`config.mk`:
```
export PLATFORM = sky130hd
export DESIGN_NAME = buf_rd_streamer
export DESIGN_NICKNAME = d
export VERILOG_FILES = /design/src/rtl/buf_rd_pkg.sv /design/src/rtl/buf_rd_word_fifo.sv /design/src/rtl/buf_rd_streamer.sv
export SDC_FILE = /design/constraint.sdc
export NUM_CORES = 1
export LEC_CHECK = 0
export CORE_MARGIN = 2
export CORE_UTILIZATION = 50
export CTS_BUF_LIST = sky130_fd_sc_hd__clkbuf_16
export DETAILED_ROUTE_END_ITERATION = 10
export PLACE_DENSITY = 0.81
export REMOVE_ABC_BUFFERS = 1
export SETUP_SLACK_MARGIN = 0.15
export SYNTH_ARGS = -nofsm -noshare
export SYNTH_HDL_FRONTEND = slang
export SYNTH_SLANG_ARGS = --single-unit
```
`constraint.sdc`:
```
create_clock -name clk -period 8.71 [get_ports clk]
set_input_delay 1.742 -clock clk [delete_from_list [all_inputs] [get_ports clk]]
set_output_delay 1.742 -clock clk [all_outputs]
set_load 0.05 [all_outputs]
```
`src/rtl/buf_rd_pkg.sv`:
```
// Shared defaults and FSM state type for the buffer read streamer.
package buf_rd_pkg;

  localparam int DEF_ADDR_W     = 10;
  localparam int DEF_DATA_W     = 32;
  localparam int DEF_ELEM_W     = 8;
  localparam int ELEMS_PER_WORD = DEF_DATA_W / DEF_ELEM_W;

  typedef enum logic [1:0] {
    ST_IDLE,
    ST_READ,
    ST_DRAIN,
    ST_DONE
  } buf_rd_state_t;

endpackage

```
`src/rtl/buf_rd_word_fifo.sv`:
```
// Small synchronous word FIFO with first-word-fall-through read data and an occupancy count.
module buf_rd_word_fifo #(
  parameter  int DEPTH = 2,
  parameter  int WIDTH = 32,
  localparam int CNT_W = $clog2(DEPTH + 1),
  localparam int PTR_W = $clog2(DEPTH)
) (
  input  logic             clk,
  input  logic             rst_n,
  input  logic             push,
  input  logic [WIDTH-1:0] wdata,
  input  logic             pop,
  output logic [WIDTH-1:0] rdata,
  output logic [CNT_W-1:0] count
);

  localparam logic [CNT_W-1:0] CNT_ONE = 1;
  localparam logic [PTR_W-1:0] PTR_ONE = 1;
  localparam logic [PTR_W-1:0] PTR_MAX = PTR_W'(DEPTH - 1);

  logic [WIDTH-1:0] mem [DEPTH];
  logic [PTR_W-1:0] wr_ptr;
  logic [PTR_W-1:0] rd_ptr;

  // NOTE: storage carries no reset; only the pointers and count define validity.
  always_ff @(posedge clk) begin
    if (push) mem[wr_ptr] <= wdata;
  end

  // NOTE: all state updates use non-blocking assignments so every flop samples pre-edge values.
  always_ff @(posedge clk or negedge rst_n) begin
    if (!rst_n) begin
      wr_ptr <= '0;
      rd_ptr <= '0;
      count  <= '0;
    end else begin
      if (push) wr_ptr <= (wr_ptr == PTR_MAX) ? '0 : wr_ptr + PTR_ONE;
      if (pop)  rd_ptr <= (rd_ptr == PTR_MAX) ? '0 : rd_ptr + PTR_ONE;
      case ({push, pop})
        2'b10:   count <= count + CNT_ONE;
        2'b01:   count <= count - CNT_ONE;
        default: count <= count;
      endcase
    end
  end

  assign rdata = mem[rd_ptr];

endmodule

```
`src/rtl/buf_rd_streamer.sv`:
```
// Reads a block of RAM words and streams them as int8 elements over valid/ready.
// Optional stall counter port enabled by defining BUF_RD_STALL_CNT_EN.
module buf_rd_streamer
  import buf_rd_pkg::*;
#(
  parameter int ADDR_W     = DEF_ADDR_W,
  parameter int DATA_W     = DEF_DATA_W,
  parameter int ELEM_W     = DEF_ELEM_W,
  parameter int FIFO_DEPTH = 2
) (
  input  logic              clk,
  input  logic              rst_n,
  input  logic              start,
  input  logic [ADDR_W-1:0] base_addr,
  input  logic [ADDR_W:0]   num_words,
  output logic              busy,
  output logic              done,
  output logic              ram_ce,
  output logic [11:0]       ram_addr,
  input  logic [DATA_W-1:0] ram_dout,
  output logic              out_valid,
  input  logic              out_ready,
  output logic [ELEM_W-1:0] out_data,
  output logic              out_last
`ifdef BUF_RD_STALL_CNT_EN
  ,
  output logic [15:0]       stall_cycles
`endif
);

  localparam int EPW   = DATA_W / ELEM_W;
  localparam int IDX_W = $clog2(EPW);
  localparam int CNT_W = $clog2(FIFO_DEPTH + 1);
  localparam logic [ADDR_W:0]  WCNT_ONE = 1;
  localparam logic [IDX_W-1:0] IDX_ONE  = 1;
  localparam logic [IDX_W-1:0] IDX_LAST = IDX_W'(EPW - 1);

  buf_rd_state_t state, state_nxt;

  logic [ADDR_W-1:0] base_q;
  logic [ADDR_W:0]   num_q;
  logic [ADDR_W:0]   issued;
  logic [ADDR_W:0]   loaded;
  logic              inflight;
  logic [DATA_W-1:0] word_q;
  logic              held;
  logic              word_last;
  logic [IDX_W-1:0]  idx;

  logic [CNT_W-1:0]  fifo_count;
  logic [DATA_W-1:0] fifo_rdata;
  logic              fifo_empty, fifo_push, fifo_pop;
  logic              fire, need_load, load, last_fire;
  logic [DATA_W-1:0] load_word;
  logic [ADDR_W-1:0] addr_w;

  // Credit counts words already buffered plus the one read still in the RAM pipeline.
  assign ram_ce = (state == ST_READ) && (issued < num_q) &&
                  ((int'(fifo_count) + int'(inflight)) < FIFO_DEPTH);
  assign addr_w   = base_q + issued[ADDR_W-1:0];
  assign ram_addr = ram_ce ? 12'(addr_w) : 12'd0;

  assign fifo_empty = (fifo_count == '0);
  assign fire       = held && out_ready;
  assign need_load  = !held || (fire && idx == IDX_LAST);
  // An arriving word bypasses an empty FIFO so startup and handoff cost no extra cycle.
  assign load       = need_load && (!fifo_empty || inflight);
  assign fifo_pop   = need_load && !fifo_empty;
  assign fifo_push  = inflight && !(need_load && fifo_empty);
  assign load_word  = fifo_empty ? ram_dout : fifo_rdata;

  assign out_valid = held;
  assign out_data  = held ? word_q[int'(idx)*ELEM_W +: ELEM_W] : '0;
  assign out_last  = held && word_last && (idx == IDX_LAST);
  assign last_fire = fire && out_last;
  assign busy      = (state != ST_IDLE);
  assign done      = (state == ST_DONE);

  buf_rd_word_fifo #(.DEPTH(FIFO_DEPTH), .WIDTH(DATA_W)) u_fifo (
    .clk   (clk),
    .rst_n (rst_n),
    .push  (fifo_push),
    .wdata (ram_dout),
    .pop   (fifo_pop),
    .rdata (fifo_rdata),
    .count (fifo_count)
  );

  always_comb begin
    state_nxt = state;
    unique case (state)
      ST_IDLE:  if (start) state_nxt = (num_words == '0) ? ST_DONE : ST_READ;
      ST_READ:  if (ram_ce && issued == num_q - WCNT_ONE) state_nxt = ST_DRAIN;
      ST_DRAIN: if (last_fire && fifo_empty && !inflight) state_nxt = ST_DONE;
      ST_DONE:  state_nxt = ST_IDLE;
      default:  state_nxt = ST_IDLE;
    endcase
  end

  always_ff @(posedge clk or negedge rst_n) begin
    if (!rst_n) begin
      state     <= ST_IDLE;
      base_q    <= '0;
      num_q     <= '0;
      issued    <= '0;
      loaded    <= '0;
      inflight  <= 1'b0;
      word_q    <= '0;
      held      <= 1'b0;
      word_last <= 1'b0;
      idx       <= '0;
    end else begin
      state    <= state_nxt;
      inflight <= ram_ce;
      if (state == ST_IDLE && start) begin
        base_q <= base_addr;
        num_q  <= num_words;
        issued <= '0;
        loaded <= '0;
      end else if (ram_ce) begin
        issued <= issued + WCNT_ONE;
      end
      if (load) begin
        word_q    <= load_word;
        held      <= 1'b1;
        idx       <= '0;
        word_last <= (loaded == num_q - WCNT_ONE);
        loaded    <= loaded + WCNT_ONE;
      end else if (fire) begin
        idx <= idx + IDX_ONE;
        if (idx == IDX_LAST) held <= 1'b0;
      end
    end
  end

`ifdef BUF_RD_STALL_CNT_EN
  always_ff @(posedge clk or negedge rst_n) begin
    if (!rst_n)                             stall_cycles <= '0;
    else if (state == ST_IDLE && start)     stall_cycles <= '0;
    else if (held && !out_ready && stall_cycles != 16'hFFFF)
                                            stall_cycles <= stall_cycles + 16'd1;
  end
`endif

endmodule

```
### Yosys cells after proc, flatten, opt, wreduce, memory -nomap -nowiden

Memories as Yosys holds them, arrays and structs flattened.
Index checks and enable logic that the tools add are counted.

* memory bits (writable): 64
* flip-flop bits (word level): 86
* output and inout port bits: 25
* memories: 1
* word-level logic and storage cells: 92
* input bits: 57

* eq/ne operators: 11
* reduce and logical (&&, ||, !) cells: 32
* shift operators: 1
* $add $sub $neg: 10
* $lt $le $gt $ge: 2
* multiplexer cells: 22

Memories
* u_fifo.mem: depth 2, width 32, read ports 1, clocked after Yosys merged registers in 0, wr ports 1, line buf_rd_word_fifo.sv:21 `logic [WIDTH-1:0] mem [DEPTH];`

Operators by type and width (number)
* 11-bit two-way mux: 4
* 32-bit two-way mux: 1
* 32-bit by 6-bit indexed part select with 8-bit output: 1
* 11-bit by 1-bit adder with 11-bit output, second input constant: 2
* 11-bit equality test: 2
* 1-bit logical AND: 15
* 2-bit two-way mux: 6
* 2-bit nonzero test: 6
* 11-bit zero test: 1
* 11-bit less-than comparator: 1
* 11-bit by 1-bit subtractor with 11-bit output, second input constant: 1
* 10-bit adder: 1
* 10-bit two-way mux: 1
* 2-bit equality test, second input constant: 4
* 8-bit two-way mux: 1
* 2-bit one-hot mux with 4 select lines: 1
* 1-bit two-way mux: 7
* 2-bit by 1-bit adder with 2-bit output, second input constant: 2
* 2-bit by 1-bit equality test with 1-bit output, second input constant: 2
* 1-bit zero test: 4
* 2-bit zero test: 2
* 2-bit inequality test, second input constant: 2
* 2-bit one-hot mux with 2 select lines: 1
* 2-bit by 1-bit adder with 3-bit output: 1
* 7 further kinds: 9

### Depth between registers and ports, before layout

* depth in word-level cells: 8
* gate-level depth with buffers: 13

### By module

From an unflattened synthesis, not the netlist that was laid out.

* cell total of the unflattened synthesis: 688
* area, all modules: 7897.6 um^2

Modules (own cells, without submodules)
* buf_rd_streamer: area each 5261.3 um^2, instances 1, sequential area each 2052.0 um^2, cells an instance 574
* buf_rd_word_fifo: area each 2636.3 um^2, instances 1, sequential area each 2021.9 um^2, cells an instance 114

### Least setup slack after synthesis

No wires, ideal clock.

* path type: reg2out
* from: register num_q[2]
* to: output port ram_addr[9]
* data arrival time: 3113 ps
* required time: 6968 ps
* setup slack: 3855 ps
* path buffers: 2
* stages on the path, launching flop included: 11
* path through: dfrtp_1 -> clkbuf_1 -> inv_1 -> ha_1 -> a21oi_1 -> a21o_1 -> a21oi_1 -> or2_1 -> clkbuf_1 -> a221o_1 -> a211oi_1

* longest elaborated chain between the ends: 4

RTL lines
* start: declaration: line buf_rd_streamer.sv:41 `logic [ADDR_W:0] num_q;`
* start signal: assignment: line buf_rd_streamer.sv:117 `num_q <= num_words;`
* 11-bit less-than comparator: line buf_rd_streamer.sv:58 `assign ram_ce = (state == ST_READ) && (issued < num_q) &&`
* 1-bit logical AND (2 in a row): line buf_rd_streamer.sv:58
* 10-bit two-way mux: line buf_rd_streamer.sv:61 `assign ram_addr = ram_ce ? 12'(addr_w) : 12'd0;`
* end: declaration: line buf_rd_streamer.sv:19 `output logic [11:0] ram_addr,`

Every way passes these cells.

### Worst setup path after layout

* from: register num_q[2]
* to: output port ram_addr[0]

The elaborated chain is that of the path after synthesis.

==> qor.yml <==
power_and_ir_drop:
  p_per_area_nw_per_um2: 360
  pwr-share-seq_pct: 36.3
  p_comb_share_pct: 41.0
  p_int_mw: 1.96
  leakage_nw: 3.78
  clockPowerShare_pct: 22.7
  power.switching_mw: 1.32
  ir_drop_mv: 0.290
  p_sw_share_pct: 40.3
  p_total_mw: 3.27
worst_hold_path:
  hp-class: "reg -> reg"
cts:
  numClockSinks: 150
  cts_tree: "built"
  cts_hold_buf: 0
  cts_root_buf: "clkbuf_16"
  clockBufferDepth: 2
  clkSlewWorstSetupHoldPaths_ns: 0.06
  worstSkewPairLatency_ns: 0.43
  cts_setup_buffers: 0
  cts_buffers: 17
  htree_levels: 4
  ctsResizeCount: 0
global_route:
  gr-usage-all-layers_pct: 21.2
  grt_pass1_wl_um: 26700
  globalRouteOverflowTotal: 0
  grt_pass1_vias: 5390
  grt_max_degree: 73
  grt_antenna_before_repair: 0
worst_setup_path:
  criticalPathCategory: "reg -> out"
  cpPeakStageDelay_ns: 0.80
  crit_chain: "inv_1 > ha_1 > a21oi_1 > a21o_1 > a21oi_1 > or2_1 > inv_1 > and2_1 > clkdlybuf4s50_1"
  cp-start-kind: "flop"
  ff2ff_setup_slack_ns: 5.49
  critPathMaxFanout: 16
  crit_required_ns: 6.97
  critPathArrivalTime_ns: 3.48
  critPathSlowestCell: "clkdlybuf4s50_1"
  endpoint_kind: "output pin"
cells_and_area:
  final_layout_size_suffix_gt1_share_pct: 7.05
  final_nets: 869
  syn2layout_area_growth_pct: 19.9
  antenna_cells: 0
drt:
  route.met2.wl_um: 7970
  met1_length_um: 7190
  wl_um: 16100
  drtIter0Drc: 347
  wl_per_cell_um: 16.4
  vias: 5471
  top_layer_used: "met4"
  drc: 0
  met3WireLength_um: 693
  antenna_left: 0
  routed_via_density: 5.57
  dr.pass1.iters: 5
yosys:
  synth_xor_area_share_pct: 5.55
  yosysUniqueCellTypes: 52
  synth_warnings: 0
  synth_compound_area_share_pct: 10.3
  yosys.area_share.simple_pct: 14.8
  synth_area_leaders: "dfrtp_1, edfxtp_1, ha_1"
  async_reset_ff_share_pct: 57.3
  ys_seq_area_share_pct: 53.7
  synth_seq_cells: 150
  synth_top_area_cell: "dfrtp_1"
  syn_area_per_cell_um2: 10.6
  synth.mux.area_fraction_pct: 7.12
  synth_top_area_share_pct: 28.4
  syn_area_um2: 7590
  synthAdderAreaFrac_pct: 5.21
  synthCells: 717
  synth_ff_type: "dfrtp_1"
  synth_top_family_by_area: "simple AND/OR/NAND/NOR gates"
  synth_edf_count: 64
sta:
  finalMaxSlewViolations: 0
  final-hold-violation-count: 0
  period_minus_slack_ns: 5.22
  rsz0062_at_grt: "false"
  tightest_slew_ns: 1.05
  slew_headroom_pct: 30.3
  setup_viol: 0
  setup_tns_ns: 0
  fmax_mhz: 191
  fin_skew_ns: 0.0104
  fin_crit_sh_pct: 60.0
status:
  outcome: "finished, final reports clean"
floorplan:
  row_count: 45
  die_h_um: 127
  dieArea_um2: 16200
  die_x_um: 127
  initial_utilization_pct: 50.5
  core_area_um2: 15000
  io_pins: 82
placement:
  post-dp-hpwl_um: 10400
  gp_congestion: 0.878
  io_buffers: 79
run:
  max_cap_viol_count: 0
## routing by layer
layer	vias up	global-route usage, %
li1	2656	-
met1	2642	27.7
met2	151	35.2
met3	22	5.07
met4	0	7.24
met5	-	0
## state kept, by name, indices dropped and copies added (netlist names)
signal / cells
u_fifo.count: 2
idx: 2
word_q: 32
u_fifo.mem: 64
u_fifo.wr_ptr: 1
out_valid: 1
base_q: 10
issued: 11
u_fifo.rd_ptr: 1
state: 2
word_last: 1
inflight: 1
num_q: 11
loaded: 11
## synth_stat cells (3+ instances only)
cell type / number
clkbuf_1: 32
nand2_1: 99
nor4_1: 6
nor2_1: 69
edfxtp_1: 64
mux4_2: 8
ha_1: 30
a21o_1: 5
dfrtp_1: 86
nor2b_1: 3
and2_1: 10
nand2b_1: 4
mux2i_1: 36
and3_1: 8
xnor2_1: 25
nor3_1: 12
nand3b_1: 3
xor2_1: 18
nand3_1: 7
o211ai_1: 5
o21ai_0: 53
or2_2: 3
or3_1: 6
a31oi_1: 3
inv_1: 22
nand4_1: 14
a21oi_1: 47
o21ai_1: 8
buf_1: 3
## kinds of logic (layout without fill, tap and decap cells)
logic type                 Yosys count  in the layout
DFF                                150            150
and+or+nand+nor                    248            248
AOI/OAI and AO/OA                  137            137
other                                1              2
xor gates and xnor gates            45             45
buffers and inverters               61            137
muxes                               44             44
adders and majority gates           31             31
## critical path: cells and delay by family, from the launching register on
family | cells | cell delay, ns
adder cells (fa/ha/maj) | 1 | 0.32
flip-flops | 1 | 0.48
AND/OR/NAND/NOR | 2 | 0.55
buffers and inverters | 3 | 1.38
AO/OA/AOI/OAI | 3 | 0.32
## power groups by stage
stage               clock network (mW)  logic [mW]  registers (mW)
finish                           0.742        1.34            1.19
detailed placement                   0        1.33            1.20
global route                     0.782        1.49            1.22
floorplan                            0       0.997            1.13
global placement                     0        1.31            1.19
CTS                              0.746        1.35            1.19
## cell type report
| type | count | area, um2 |
|---|---|---|
| Clock buffer | 17 | 425 |
| Clock inverter | 15 | 173 |
| Tap cell | 188 | 235 |
| Timing Repair Buffer | 83 | 818 |
| Sequential cell | 150 | 4080 |
| Inverter | 22 | 82.6 |
| Multi-Input combinational cell | 507 | 3290 |
| Fill cell | 1173 | 5930 |
## placed cells by master (no fill, tap or decap), types with 3 or more instances in the layout
master and instances:
xor2_1 18, ha_1 30, a21oi_1 47, and2_1 10, edfxtp_1 64, inv_1 22
o211ai_1 5, inv_8 4, buf_4 5, a31oi_1 3, nor2_1 65, or3_1 6
nand2b_1 4, nor2_4 3, a21o_1 5, clkdlybuf4s50_1 78, nor2b_1 3, and3_1 8
nand3b_1 3, nand2_1 99, clkbuf_16 17, nand4_1 14, clkinvlp_4 3, dfrtp_1 85
nand3_1 7, clkinv_4 4, xnor2_1 25, mux4_2 8, nor3_1 12, o21ai_0 53
mux2i_1 36, o21ai_1 8, or2_2 3, nor4_1 6
## stage by stage
stage	hold WS [ns]	utilization [%]	area, um2	cells	setup WS (ns)
2_1_floorplan	0.445	-	7430	679	4.03
3_3_place_gp	0.458	56.6	8510	950	4.02
3_5_place_dp	0.467	56.6	8510	950	3.98
4_1_cts	0.482	60.6	9100	982	3.49
5_1_grt	0.494	60.6	9100	982	3.28
6_report	0.482	60.6	9100	982	3.49
## final timing paths
kind / startpoint / to / cells past startpoint
worst min-delay path: word_q[16]$_DFFE_PN0P_ / word_q[16]$_DFFE_PN0P_ / 2
worst max-delay path: num_q[2]$_DFFE_PN0P_ / ram_addr[0] / 9
min in group asynchronous: rst_n / num_q[0]$_DFFE_PN0P_ / 1
worst max register to register: num_q[3]$_DFFE_PN0P_ / state[1]$_DFFE_PN0P_ / 7
max in group asynchronous: rst_n / u_fifo.rd_ptr$_DFFE_PN0P_ / 2
worst min register to register: word_q[16]$_DFFE_PN0P_ / word_q[16]$_DFFE_PN0P_ / 2
(Power assumes the default switching activity.)
